===== config.mk =====
export PLATFORM = sky130hd
export DESIGN_NAME = dual_cycle_sequencer_flat
export DESIGN_NICKNAME = d
export VERILOG_FILES = /design/src/rtl/dual_cycle_sequencer_if.sv /design/src/rtl/dual_cycle_sequencer.sv /design/src/flat_wrapper.sv
export SDC_FILE = /design/constraint.sdc
export NUM_CORES = 1
export LEC_CHECK = 0
export BUFFER_PORTS_ARGS = -buffer_cell sky130_fd_sc_hd__buf_4
export CORE_ASPECT_RATIO = 0.6
export CORE_MARGIN = 1.5
export CORE_UTILIZATION = 50
export CTS_CLUSTER_SIZE = 25
export DETAILED_ROUTE_END_ITERATION = 12
export GPL_TIMING_DRIVEN = 0
export PLACE_DENSITY_LB_ADDON = 0.15
export SLEW_MARGIN = 20
export SYNTH_ARGS = -nofsm -noshare
export SYNTH_HDL_FRONTEND = slang
export SYNTH_SLANG_ARGS = --single-unit
export TNS_END_PERCENT = 1

===== constraint.sdc =====
create_clock -name clk -period 2.05 [get_ports clk]
set_clock_uncertainty 0.15 [all_clocks]
set_input_delay 0.1025 -clock clk [delete_from_list [all_inputs] [get_ports clk]]
set_output_delay 0.1025 -clock clk [all_outputs]
set_load 0.005 [all_outputs]

===== src/rtl/dual_cycle_sequencer_if.sv =====
// Data-memory handshake between the cycle sequencer and data memory.
//   mem_req : access request, held for the whole memory/write-back cycle
//   mem_we  : qualifies mem_req as a write
//   mem_ack : memory completion, only meaningful while mem_req=1
// Modports: master = sequencer side, slave = memory side.
interface dual_cycle_sequencer_if;
    logic mem_req;
    logic mem_we;
    logic mem_ack;

    modport master (output mem_req, output mem_we, input mem_ack);
    modport slave  (input mem_req, input mem_we, output mem_ack);
endinterface


===== src/rtl/dual_cycle_sequencer.sv =====
// Cycle sequencer for the dual-cycle RISC-V core. Alternates the fetch-decode-execute
// cycle (EX) with the memory/write-back cycle (WB), stretches WB while data memory has
// not acknowledged (MWAIT), and parks in HALT on a halt decode or a memory timeout.
//
// Ports:
//   clk, rst_n             clock, asynchronous active-low reset
//   halt_i                 halt decode from the control unit
//   reg_write_i/mem_write_i/ld_i  control-unit outputs, latched in EX
//   mem_bus (master)       mem_req / mem_we / mem_ack handshake
//   nop_o                  forces all-zero controls (BOOT/HALT)
//   ir_en, pc_en, reg_we   instruction latch, PC update and register write strobes
//   state_o                BOOT=0 EX=1 WB=2 MWAIT=3 HALT=4
//   halted, bus_err        sticky stop / memory-timeout flags
//   retired                completed-instruction count (wraps)
//   cycle_cnt              free-running cycle count, only with SEQ_PERF_CNT_EN defined
//
// Optional feature macro: SEQ_PERF_CNT_EN (undefined: cycle_cnt tied to 0, no flops).
module dual_cycle_sequencer #(
    parameter int unsigned RET_CNT_W = 32,
    parameter int unsigned MAX_WAIT  = 15,
    parameter int unsigned WAIT_W    = 4
) (
    input  logic                    clk,
    input  logic                    rst_n,
    input  logic                    halt_i,
    input  logic                    reg_write_i,
    input  logic                    mem_write_i,
    input  logic                    ld_i,
    dual_cycle_sequencer_if.master  mem_bus,
    output logic                    nop_o,
    output logic                    ir_en,
    output logic                    pc_en,
    output logic                    reg_we,
    output logic [2:0]              state_o,
    output logic                    halted,
    output logic                    bus_err,
    output logic [RET_CNT_W-1:0]    retired,
    output logic [31:0]             cycle_cnt
);

    typedef enum logic [2:0] {
        StBoot  = 3'd0,
        StEx    = 3'd1,
        StWb    = 3'd2,
        StMwait = 3'd3,
        StHalt  = 3'd4
    } state_e;

    state_e               state_q, state_d;
    logic                 l_rw_q, l_rw_d;
    logic                 l_mw_q, l_mw_d;
    logic                 l_ld_q, l_ld_d;
    logic [WAIT_W-1:0]    wait_q, wait_d;
    logic [RET_CNT_W-1:0] retired_q, retired_d;
    logic                 bus_err_q, bus_err_d;
    logic                 is_mem;

    always_ff @(posedge clk or negedge rst_n) begin
        if (!rst_n) begin
            state_q   <= StBoot;
            l_rw_q    <= 1'b0;
            l_mw_q    <= 1'b0;
            l_ld_q    <= 1'b0;
            wait_q    <= '0;
            retired_q <= '0;
            bus_err_q <= 1'b0;
        end else begin
            state_q   <= state_d;
            l_rw_q    <= l_rw_d;
            l_mw_q    <= l_mw_d;
            l_ld_q    <= l_ld_d;
            wait_q    <= wait_d;
            retired_q <= retired_d;
            bus_err_q <= bus_err_d;
        end
    end

    assign is_mem = l_mw_q | l_ld_q;

    always_comb begin
        state_d         = state_q;
        l_rw_d          = l_rw_q;
        l_mw_d          = l_mw_q;
        l_ld_d          = l_ld_q;
        wait_d          = wait_q;
        retired_d       = retired_q;
        bus_err_d       = bus_err_q;
        nop_o           = 1'b1;
        ir_en           = 1'b0;
        pc_en           = 1'b0;
        reg_we          = 1'b0;
        mem_bus.mem_req = 1'b0;
        mem_bus.mem_we  = 1'b0;

        unique case (state_q)
            StBoot: state_d = StEx;
            StEx: begin
                nop_o = 1'b0;
                ir_en = 1'b1;
                if (halt_i) begin
                    state_d = StHalt;
                    l_rw_d  = 1'b0;
                    l_mw_d  = 1'b0;
                    l_ld_d  = 1'b0;
                end else begin
                    state_d = StWb;
                    l_rw_d  = reg_write_i;
                    l_mw_d  = mem_write_i;
                    l_ld_d  = ld_i;
                end
            end
            StWb: begin
                nop_o = 1'b0;
                if (!is_mem) begin
                    reg_we    = l_rw_q;
                    pc_en     = 1'b1;
                    retired_d = retired_q + RET_CNT_W'(1);
                    state_d   = StEx;
                end else begin
                    mem_bus.mem_req = 1'b1;
                    mem_bus.mem_we  = l_mw_q;
                    wait_d          = '0;
                    if (mem_bus.mem_ack) begin
                        // Only loads write the register file on a memory instruction.
                        reg_we    = l_rw_q & l_ld_q;
                        pc_en     = 1'b1;
                        retired_d = retired_q + RET_CNT_W'(1);
                        state_d   = StEx;
                    end else begin
                        state_d = StMwait;
                    end
                end
            end
            StMwait: begin
                nop_o           = 1'b0;
                mem_bus.mem_req = 1'b1;
                mem_bus.mem_we  = l_mw_q;
                // Ack takes priority over the timeout in the same cycle.
                if (mem_bus.mem_ack) begin
                    reg_we    = l_rw_q & l_ld_q;
                    pc_en     = 1'b1;
                    retired_d = retired_q + RET_CNT_W'(1);
                    state_d   = StEx;
                end else if (wait_q == WAIT_W'(MAX_WAIT - 1)) begin
                    bus_err_d = 1'b1;
                    state_d   = StHalt;
                end else begin
                    wait_d = wait_q + WAIT_W'(1);
                end
            end
            StHalt: ;
            default: state_d = StBoot;
        endcase
    end

    assign state_o = state_q;
    assign halted  = (state_q == StHalt);
    assign bus_err = bus_err_q;
    assign retired = retired_q;

`ifdef SEQ_PERF_CNT_EN
    logic [31:0] cycle_q;

    always_ff @(posedge clk or negedge rst_n) begin
        if (!rst_n) begin
            cycle_q <= '0;
        end else if (state_q != StHalt) begin
            cycle_q <= cycle_q + 32'd1;
        end
    end

    assign cycle_cnt = cycle_q;
`else
    assign cycle_cnt = '0;
`endif

endmodule


===== src/flat_wrapper.sv =====
// flat-port wrapper written by rule: the top's interface ports become plain ports
module dual_cycle_sequencer_flat 
#(
    parameter int unsigned RET_CNT_W = 32,
    parameter int unsigned MAX_WAIT  = 15,
    parameter int unsigned WAIT_W    = 4
)
  (clk, rst_n, halt_i, reg_write_i, mem_write_i, ld_i, nop_o, ir_en, pc_en, reg_we, state_o, halted, bus_err, retired, cycle_cnt, mem_bus_mem_req, mem_bus_mem_we, mem_bus_mem_ack);
  dual_cycle_sequencer_if mem_bus_i ();
  input  logic clk;
  input  logic rst_n;
  input  logic halt_i;
  input  logic reg_write_i;
  input  logic mem_write_i;
  input  logic ld_i;
  output logic nop_o;
  output logic ir_en;
  output logic pc_en;
  output logic reg_we;
  output logic [2:0] state_o;
  output logic halted;
  output logic bus_err;
  output logic [RET_CNT_W-1:0] retired;
  output logic [31:0] cycle_cnt;
  output wire logic [$bits(mem_bus_i.mem_req)-1:0] mem_bus_mem_req;
  output wire logic [$bits(mem_bus_i.mem_we)-1:0] mem_bus_mem_we;
  input wire logic [$bits(mem_bus_i.mem_ack)-1:0] mem_bus_mem_ack;
  assign mem_bus_mem_req = mem_bus_i.mem_req;
  assign mem_bus_mem_we = mem_bus_i.mem_we;
  assign mem_bus_i.mem_ack = mem_bus_mem_ack;
  dual_cycle_sequencer #(.RET_CNT_W(RET_CNT_W), .MAX_WAIT(MAX_WAIT), .WAIT_W(WAIT_W)) u_core (.clk(clk), .rst_n(rst_n), .halt_i(halt_i), .reg_write_i(reg_write_i), .mem_write_i(mem_write_i), .ld_i(ld_i), .mem_bus(mem_bus_i), .nop_o(nop_o), .ir_en(ir_en), .pc_en(pc_en), .reg_we(reg_we), .state_o(state_o), .halted(halted), .bus_err(bus_err), .retired(retired), .cycle_cnt(cycle_cnt));
endmodule

---- After elaboration in Yosys (flattened, before gate mapping) ----
Index checks and enable logic that the tools add are counted.
W data, S select, Z words.
word-level totals
  bits in registers ....................... 43
  input bits .............................. 7
  output and inout bits ................... 75
  logic and storage cells ................. 56
cells by class
  add/sub/neg operators ................... 2
  equal/unequal tests ..................... 9
  mux-type cells .......................... 28
  bitwise logic cells ..................... 4
  reduce and logical (&&, ||, !) cells .... 6
operators by type and width
  operator                 count
  $mux W32                 2
  $pmux W32 S2             1
  $add A32 B1 Y32 const B  1
  $pmux W3 S5              1
  $mux W3                  4
  $mux W4                  3
  $mux W1                  11
  $pmux W1 S2              4
  $pmux W4 S2              1
  $eq A3 B2 Y1 const B     2
  $add A4 B1 Y4 const B    1
  $eq A4 B4 Y1 const B     1
  $ne A2 B2 Y1 const B     2
  $reduce_and A4 Y1        1
  $eq A3 B1 Y1 const B     1
  $eq A3 B3 Y1 const B     1
  $logic_not A3 Y1         1
  $ne A3 B2 Y1 const B     1
  $reduce_and A3 Y1        1
  $reduce_or A3 Y1         1
  $mux W2                  1
  $ne A2 B1 Y1 const B     1
  $not A1 Y1               2
  $reduce_and A2 Y1        1
  other kinds (3)          3

---- Longest topological paths before layout ----
Gate-level depths: netlist of the first run.
  depth in word-level cells ............... 4
  depth in mapped cells ................... 6
  depth with buffers taken out ............ 6

---- Least setup slack after synthesis of the first run ----
No wires, ideal clock.
  kind .................................... register to register
  from .................................... register u_core.state_q[0] (netlist: u_core.state_o[0])
  to ...................................... register u_core.retired_q[18] (netlist: u_core.retired[18])
  setup time .............................. 0.079 ns
  arrival time ............................ 1.432 ns
  required time ........................... 1.821 ns
  setup slack ............................. 0.388 ns
  stages on the path, launching flop included .. 7
  path buffers ............................ 2
  clock period less this slack ............ 1.662 ns
  path through ............................ dfrtp_1 > buf_2 > nor3_4 > o2111ai_2 > buf_4 > nor3b_2 > xor2_1
on the way
  cells in the longest elaborated chain, start to end .. 2
  elaborated cells between the ends (all ways) .. 4
  classes of those cells .................. eq/ne (2); mux (1); reduce/logical (1)
RTL lines
  element                                             RTL line                    RTL
  from (decl)                                         dual_cycle_sequencer.sv:49  state_e state_q, state_d;
  from (signal assigned)                              dual_cycle_sequencer.sv:60  state_q <= StBoot;
  from (signal assigned)                              dual_cycle_sequencer.sv:68  state_q <= state_d;
  $eq A3 B2 Y1                                        dual_cycle_sequencer.sv:95  unique case (state_q)
  $pmux W32 S2 or $reduce_bool A2 Y1 (tied branches)  n/a
  to (signal assigned)                                dual_cycle_sequencer.sv:73  retired_q <= retired_d;
  to (decl)                                           dual_cycle_sequencer.sv:54  logic [RET_CNT_W-1:0] retired_q, retired_d;
Parallel ways exist; a longest one is shown, timed or not.
A chain may end at the register's enable or synchronous reset.

---- Worst setup path after layout of the first run ----
  from .................................... register u_core.state_q[0] (netlist: u_core.state_o[0])
  to ...................................... register u_core.retired_q[22] (netlist: u_core.retired[22])
Same word-level chain as after synthesis.

==> results of run 1 <==
-- how the worst max path moves through the flow --
| stage | end | from | slack, ns |
|---|---|---|---|
| 2_1_floorplan | u_core.retired[18] | u_core.state_o[0] | 0.39 |
| 3_3_place_gp | u_core.retired[22] | u_core.state_o[0] | 0.22 |
| 3_5_place_dp | u_core.retired[22] | u_core.state_o[0] | 0.14 |
| 4_1_cts | u_core.retired[22] | u_core.state_o[0] | 0.11 |
| 5_1_grt | u_core.retired[12] | u_core.state_o[0] | 0.001 |
| 6_report | u_core.retired[22] | u_core.state_o[0] | 0.11 |
-- worst register-to-register path: cells and delay by family (launching register included) --
kind / cells / cell delay (ns)
xor gates and xnor gates: 1 / 0.17
and+or+nand+nor: 2 / 0.44
DFF: 1 / 0.40
buffers and inverters: 2 / 0.46
AOI/OAI and AO/OA: 1 / 0.24
-- registers in the layout, summed over array words and instances (netlist names) --
signal and flops:
u_core.l_mw_q 1, u_core.wait_q 4, u_core.retired 32, u_core.state_o 3, u_core.bus_err 1, u_core.l_ld_q 1
u_core.l_rw_q 1
-- stage by stage --
| step | cell area (µm²) | power, mW |
|---|---|---|
| global route | 3160 | 2.68 |
| CTS | 3160 | 2.51 |
| detailed placement | 2970 | 1.91 |
| floorplan | 2520 | 1.59 |
| finish | 3160 | 2.50 |
| global placement | 2970 | 1.89 |
-- routing by layer --
| layer | wire (µm) | track usage [%] | share of wire [%] | up-vias |
|---|---|---|---|---|
| met4 | 21 | 4.18 | 0.46 | 0 |
| met5 | 0 | 0 | 0 | - |
| li1 | - | - | - | 913 |
| met2 | 1930 | 27.8 | 42 | 67 |
| met1 | 2320 | 27.8 | 51 | 837 |
| met3 | 323 | 5.28 | 7.0 | 2 |
-- power by group through the flow --
stage | combinational, mW | clock [mW] | sequential, mW
2_1_floorplan | 0.465 | 0 | 1.12
3_3_place_gp | 0.749 | 0 | 1.14
3_5_place_dp | 0.766 | 0 | 1.15
4_1_cts | 0.783 | 0.593 | 1.13
5_1_grt | 0.880 | 0.633 | 1.16
6_report | 0.781 | 0.584 | 1.13
-- layout by cell type (no fill, tap or decap), types with 8 or more instances in the layout --
cell / instances
xor2_1: 25
nor2_1: 13
inv_1: 11
nor3_2: 8
buf_4: 82
conb_1: 32
dlygate4sd3_1: 9
nand3_1: 9
dfrtp_1: 43
nand2_1: 15
xnor2_1: 8
-- cells by family (layout without fill, tap and decap cells) --
group / Yosys count / in the layout
DFF: 43 / 43
buffers and inverters: 49 / 115
and+or+nand+nor: 84 / 84
xor gates and xnor gates: 33 / 33
other: 1 / 32
AOI/OAI and AO/OA: 18 / 18
muxes: 2 / 2
adders and majority gates: 3 / 3
-- area by class of cell --
class                           count  area share (%)
Buffer                             38            8.99
Sequential cell                    43            34.1
Tap cell                           63            2.50
Clock buffer                        8            3.17
Timing Repair Buffer               58            14.5
Multi-Input combinational cell    172            35.5
Inverter                           11            1.31
-- what timing repair did --
| action | in CTS | in global routing |
|---|---|---|
| hold endpoints to repair | 47 | 0 |
| hold buffers | 9 | 0 |
| resized for setup | 0 | 1 |
| endpoints found under the setup margin | 0 | 1 |
==> out/qor.yml, run 1 <==
setup_path:
  critPathMaxFanout: 10
  worst-path-buf-inv: 2
  path_cells: "buf_2 > nor3_4 > o2111ai_2 > buf_4 > nor3_2 > xor2_1"
  cp_top_family: "buffers and inverters"
  reg2reg_setup_slack_ns: 0.11
  rr_worst_depth: 6
  arrival_ns: 2.00
  critPathRequiredTime_ns: 2.11
  end_kind: "register"
  critPathLaunchType: "register"
  cp.depth: 6
  cpPeakStageDelay_ns: 0.40
  cp_slowest_cell: "dfrtp_1"
  worstSetupPathType: "reg2reg"
  r2r_end: "u_core.retired[22]"
  timing.rr.start: "u_core.state_o[0]"
clocking:
  cts_tree: "done"
  cts_max_path_buffers: 2
  clock_latency_ns: 0.29
  clock-sinks: 43
  cts_buffers: 5
  clkTransAtPathRegs_ns: 0.08
  cts_root_buf: "clkbuf_8"
  cts_setup_buffers: 0
  htreeDepth: 2
die:
  chipHeight_um: 56.7
  die_area_mm2: 0.00525
  die_width_um: 92.5
  coreArea_mm2: 0.00459
  start_util_pct: 52.4
  io_pins: 82
  rows: 19
layout:
  stdcell_count: 393
  fin_nets: 339
  regArea_mm2: 0.00108
  fill_cells: 387
  finish.utilization_pct: 68.8
  final_layout_size_suffix_gt1_share_pct: 33.3
  n_antenna_cell: 0
  multi_input_area_mm2: 0.00112
  area_growth_syn_to_layout_pct: 31.3
synth:
  synthCells: 233
  synth_top_family_by_area: "simple AND/OR/NAND/NOR gates"
  syn_avg_cell_area_um2: 10.3
  synthSimpleGateAreaFrac_pct: 21.9
  synth_area_leader_cell: "dfrtp_1"
  synthTopCellsByCount: "dfrtp_1, buf_4, xor2_1"
  synthAdderAreaFrac_pct: 1.56
  synthFlopType: "dfrtp_1"
  ys_seq_area_share_pct: 44.7
  synth_top_area_share_pct: 44.7
  synth_compound_area_share_pct: 5.25
  synth.distinct_cells: 42
  synthMostInstantiatedCell: "dfrtp_1"
  synth_edf_count: 0
  muxShareOfSynthArea_pct: 0.884
  synth.area.top_cells: "dfrtp_1, buf_4, xor2_1, nor3_2, xnor2_1"
  yosys_warnings: 0
  synth_area_mm2: 0.00240
  synth_async_sr_flop_share_pct: 100
  synthXorXnorAreaFrac_pct: 12.0
  ys_ff_latch: 43
global_route:
  grt_max_degree: 44
  grt_pass1_wl_mm: 7.82
  grt_overflow: 0
  antenna_found_initial: 0
  grt_pass1_vias: 1671
  grt_util_all_layers_pct: 19.0
timing:
  setup_slack_ns: 0.112
  rsz0062_at_grt: "false"
  worstMarginPinSlew_ns: 0.528
  hold_viol_final: 0
  finalSetupTns_ns: 0
  slew_headroom_pct: 64.8
  clock.fmax_mhz: 516
  setup_violations: 0
  period_minus_slack_ns: 1.94
  fin_crit_sh_pct: 94.5
  hold_slack_ns: 0.191
  slew_violations: 0
power:
  pwr-share-comb_pct: 31.3
  p_per_area_mw_per_mm2: 790
  p_int_mw: 1.68
  p_sw_mw: 0.814
  p_leak_nw: 1.71
  p_clk_share_pct: 23.4
  power_frac_seq_pct: 45.3
  netSwitchingFraction_pct: 32.6
  vdd_ir_drop_max_mv: 0.726
routing:
  drt_iter0_drc: 105
  wl_per_cell_um: 11.7
  routed_via_density: 4.63
  firstDrtPassIters: 4
  finalWirelength_mm: 4.59
  drtAntennaViolNets: 0
  drc: 0
  num_vias: 1819
place:
  pre_cts_slack_ns: 0.135
  dp_hpwl_mm: 3.39
  place_inst: 376
  io_buffers: 49
  gp_congestion: 0.819
status:
  status: "completed"
min_path:
  hold_path.class: "in2async"
job:
  drv_cap: 0
No activity file was read; power rests on OpenSTA's default activity.
==> inputs of run 2 (changes only) <==
- CORE_UTILIZATION: 50 -> 40
- REMOVE_ABC_BUFFERS: not set -> 1
==> run 2 against run 1 <==
Net effect: fmax is essentially flat; largest power group unchanged; clock-buffer cell count did not move; largest cell class unchanged; setup slack got worse by 0.0019 ns; combinational power decreased by 5.5%; routed wire length rose by 2.9%; hold slack got worse by 0.092 ns; critical path depth is the same; global-route usage shrank 3.4 points.
==> out/qor.yml, run 2 (synthesis gave the netlist of run 1 again) <==
die:
  coreArea_mm2: 0.00568  # +24%
  die_area_mm2: 0.00650  # +24%
  chipHeight_um: 63.1  # +11%
  die_width_um: 103  # +11%
  io_pins: 82  # unchanged
  start_util_pct: 42.4  # -10 points
  rows: 21  # +2
timing:
  rsz0062_at_grt: "true"
  slew_violations: 0  # unchanged
  period_minus_slack_ns: 1.94  # +0.00188 ns
  worstMarginPinSlew_ns: 0.573  # +0.0451 ns
  clock.fmax_mhz: 516  # about the same
  hold_slack_ns: 0.0989  # -0.0924 ns
  slew_headroom_pct: 61.6  # -3.2 points
  setup_violations: 0  # unchanged
  hold_viol_final: 0  # unchanged
  setup_slack_ns: 0.110  # -0.00188 ns
  fin_crit_sh_pct: 94.6  # about the same
clocking:
  clock-sinks: 43  # unchanged
  cts_max_path_buffers: 2  # unchanged
  cts_tree: "done"
  htreeDepth: 2  # unchanged
  cts_root_buf: "clkbuf_8"
  clkTransAtPathRegs_ns: 0.08  # about the same
  clock_latency_ns: 0.29  # about the same
  cts_buffers: 5  # unchanged
global_route:
  grt_max_degree: 44  # unchanged
  grt_util_all_layers_pct: 15.6  # -3.4 points
  grt_pass1_wl_mm: 7.86  # +0.45%
  antenna_found_initial: 0  # unchanged
  grt_overflow: 0  # unchanged
  grt_pass1_vias: 1562  # -6.5%
setup_path:
  critPathRequiredTime_ns: 2.08  # -0.03 ns
  reg2reg_setup_slack_ns: 0.11  # about the same
  rr_worst_depth: 6  # unchanged
  r2r_end: "u_core.state_o[1]"
  end_kind: "register"
  worstSetupPathType: "reg2reg"
  timing.rr.start: "u_core.wait_q[0]"
  critPathLaunchType: "register"
  critPathMaxFanout: 5  # -5
  arrival_ns: 1.97  # -0.03 ns
routing:
  routed_via_density: 4.51  # -2.5%
  drtAntennaViolNets: 0  # unchanged
  num_vias: 1684  # -7.4%
  drt_iter0_drc: 50  # -52%
  wl_per_cell_um: 12.7  # +8.5%
  drc: 0  # unchanged
  firstDrtPassIters: 4  # unchanged
  finalWirelength_mm: 4.72  # +2.9%
place:
  io_buffers: 49  # unchanged
  pre_cts_slack_ns: -0.417  # -0.552 ns
  gp_congestion: 0.762  # -6.9%
  dp_hpwl_mm: 3.29  # -2.8%
min_path:
  hold_end: "u_core.state_o[0]"
  hold_path.class: "in2reg"
  hp-start: "mem_bus_mem_ack"
  min_path_cells: 3
status:
  status: "completed"
power:
  p_per_area_mw_per_mm2: 850  # +7.5%
  vdd_ir_drop_max_mv: 0.442  # -39%
  p_leak_nw: 1.51  # -11%
layout:
  mostFrequentLayoutCell: "buf_4"
  n_antenna_cell: 0  # unchanged
  fin_nets: 302  # -11%
  area_growth_syn_to_layout_pct: 21.9
  fill_cells: 540  # +40%
  largest_reg_flops: 32  # unchanged
  final_layout_size_suffix_gt1_share_pct: 27.0  # -6.4 points
  multi_input_area_mm2: 0.00115  # +3.0%
  layout_common_cells: "buf_4, dfrtp_1, conb_1"
  regArea_mm2: 0.00108  # unchanged
job:
  drv_cap: 0  # unchanged
## run 2: worst max-delay path by stage
stage | start | endpoint | depth (start not counted)
6_report | u_core.wait_q[0] | u_core.state_o[1] | 6
5_1_grt | u_core.state_o[0] | u_core.retired[30] | 4
4_1_cts | u_core.state_o[0] | pc_en | 4
3_5_place_dp | u_core.state_o[2] | u_core.retired[24] | 4
3_3_place_gp | u_core.state_o[2] | u_core.retired[24] | 4
2_1_floorplan | u_core.state_o[2] | u_core.retired[30] | 4
## run 2: critical path, stage by stage (launching register included)
cell and delay [ns]:
dfrtp_1 0.43, inv_1 0.07, ha_1 0.17, nand3_1 0.18, nand3_2 0.15, o221ai_1 0.11, dlygate4sd3_1 0.56
## run 2: power breakdown
| group | internal [mW] | switching, mW |
|---|---|---|
| sequential | 0.973 | 0.194 |
| clock | 0.308 | 0.279 |
| combinational | 0.371 | 0.368 |
## run 2: layout make-up
cell class,instances,area share (%)
tap,80,3.41
clock buffer,8,3.41
inverter,11,1.41
timing repair buffer,59,15.7
multi-input combinational,172,39.4
sequential,43,36.7
## run 2: stage by stage
step	total power [mW]	instances	utilization, %	setup TNS (ns)	area, µm²
after floorplan	1.52	226	-	0	2240
after global placement	1.84	355	47.7	-4.54	2710
after detailed placement	1.85	355	47.7	-5.25	2710
after CTS	2.50	373	51.4	0	2920
after global routing	2.66	373	51.7	-0.0153	2930
final	2.49	373	51.7	0	2930
## run 2: repair_timing
item	4_1_cts	5_1_grt
endpoints found under the hold margin	47	0
setup endpoints to repair	29	13
hold buffers	7	0
setup buffers	3	0
resized for setup	3	4
pin swaps	1	0
## run 2: metal layers
layer	global-route usage (%)	vias to the layer above	part of all wire, %
met1	23.8	790	53
met4	4.05	0	0.30
met5	0	-	0
li1	-	836	-
met2	21.9	56	41
met3	3.77	2	5.3
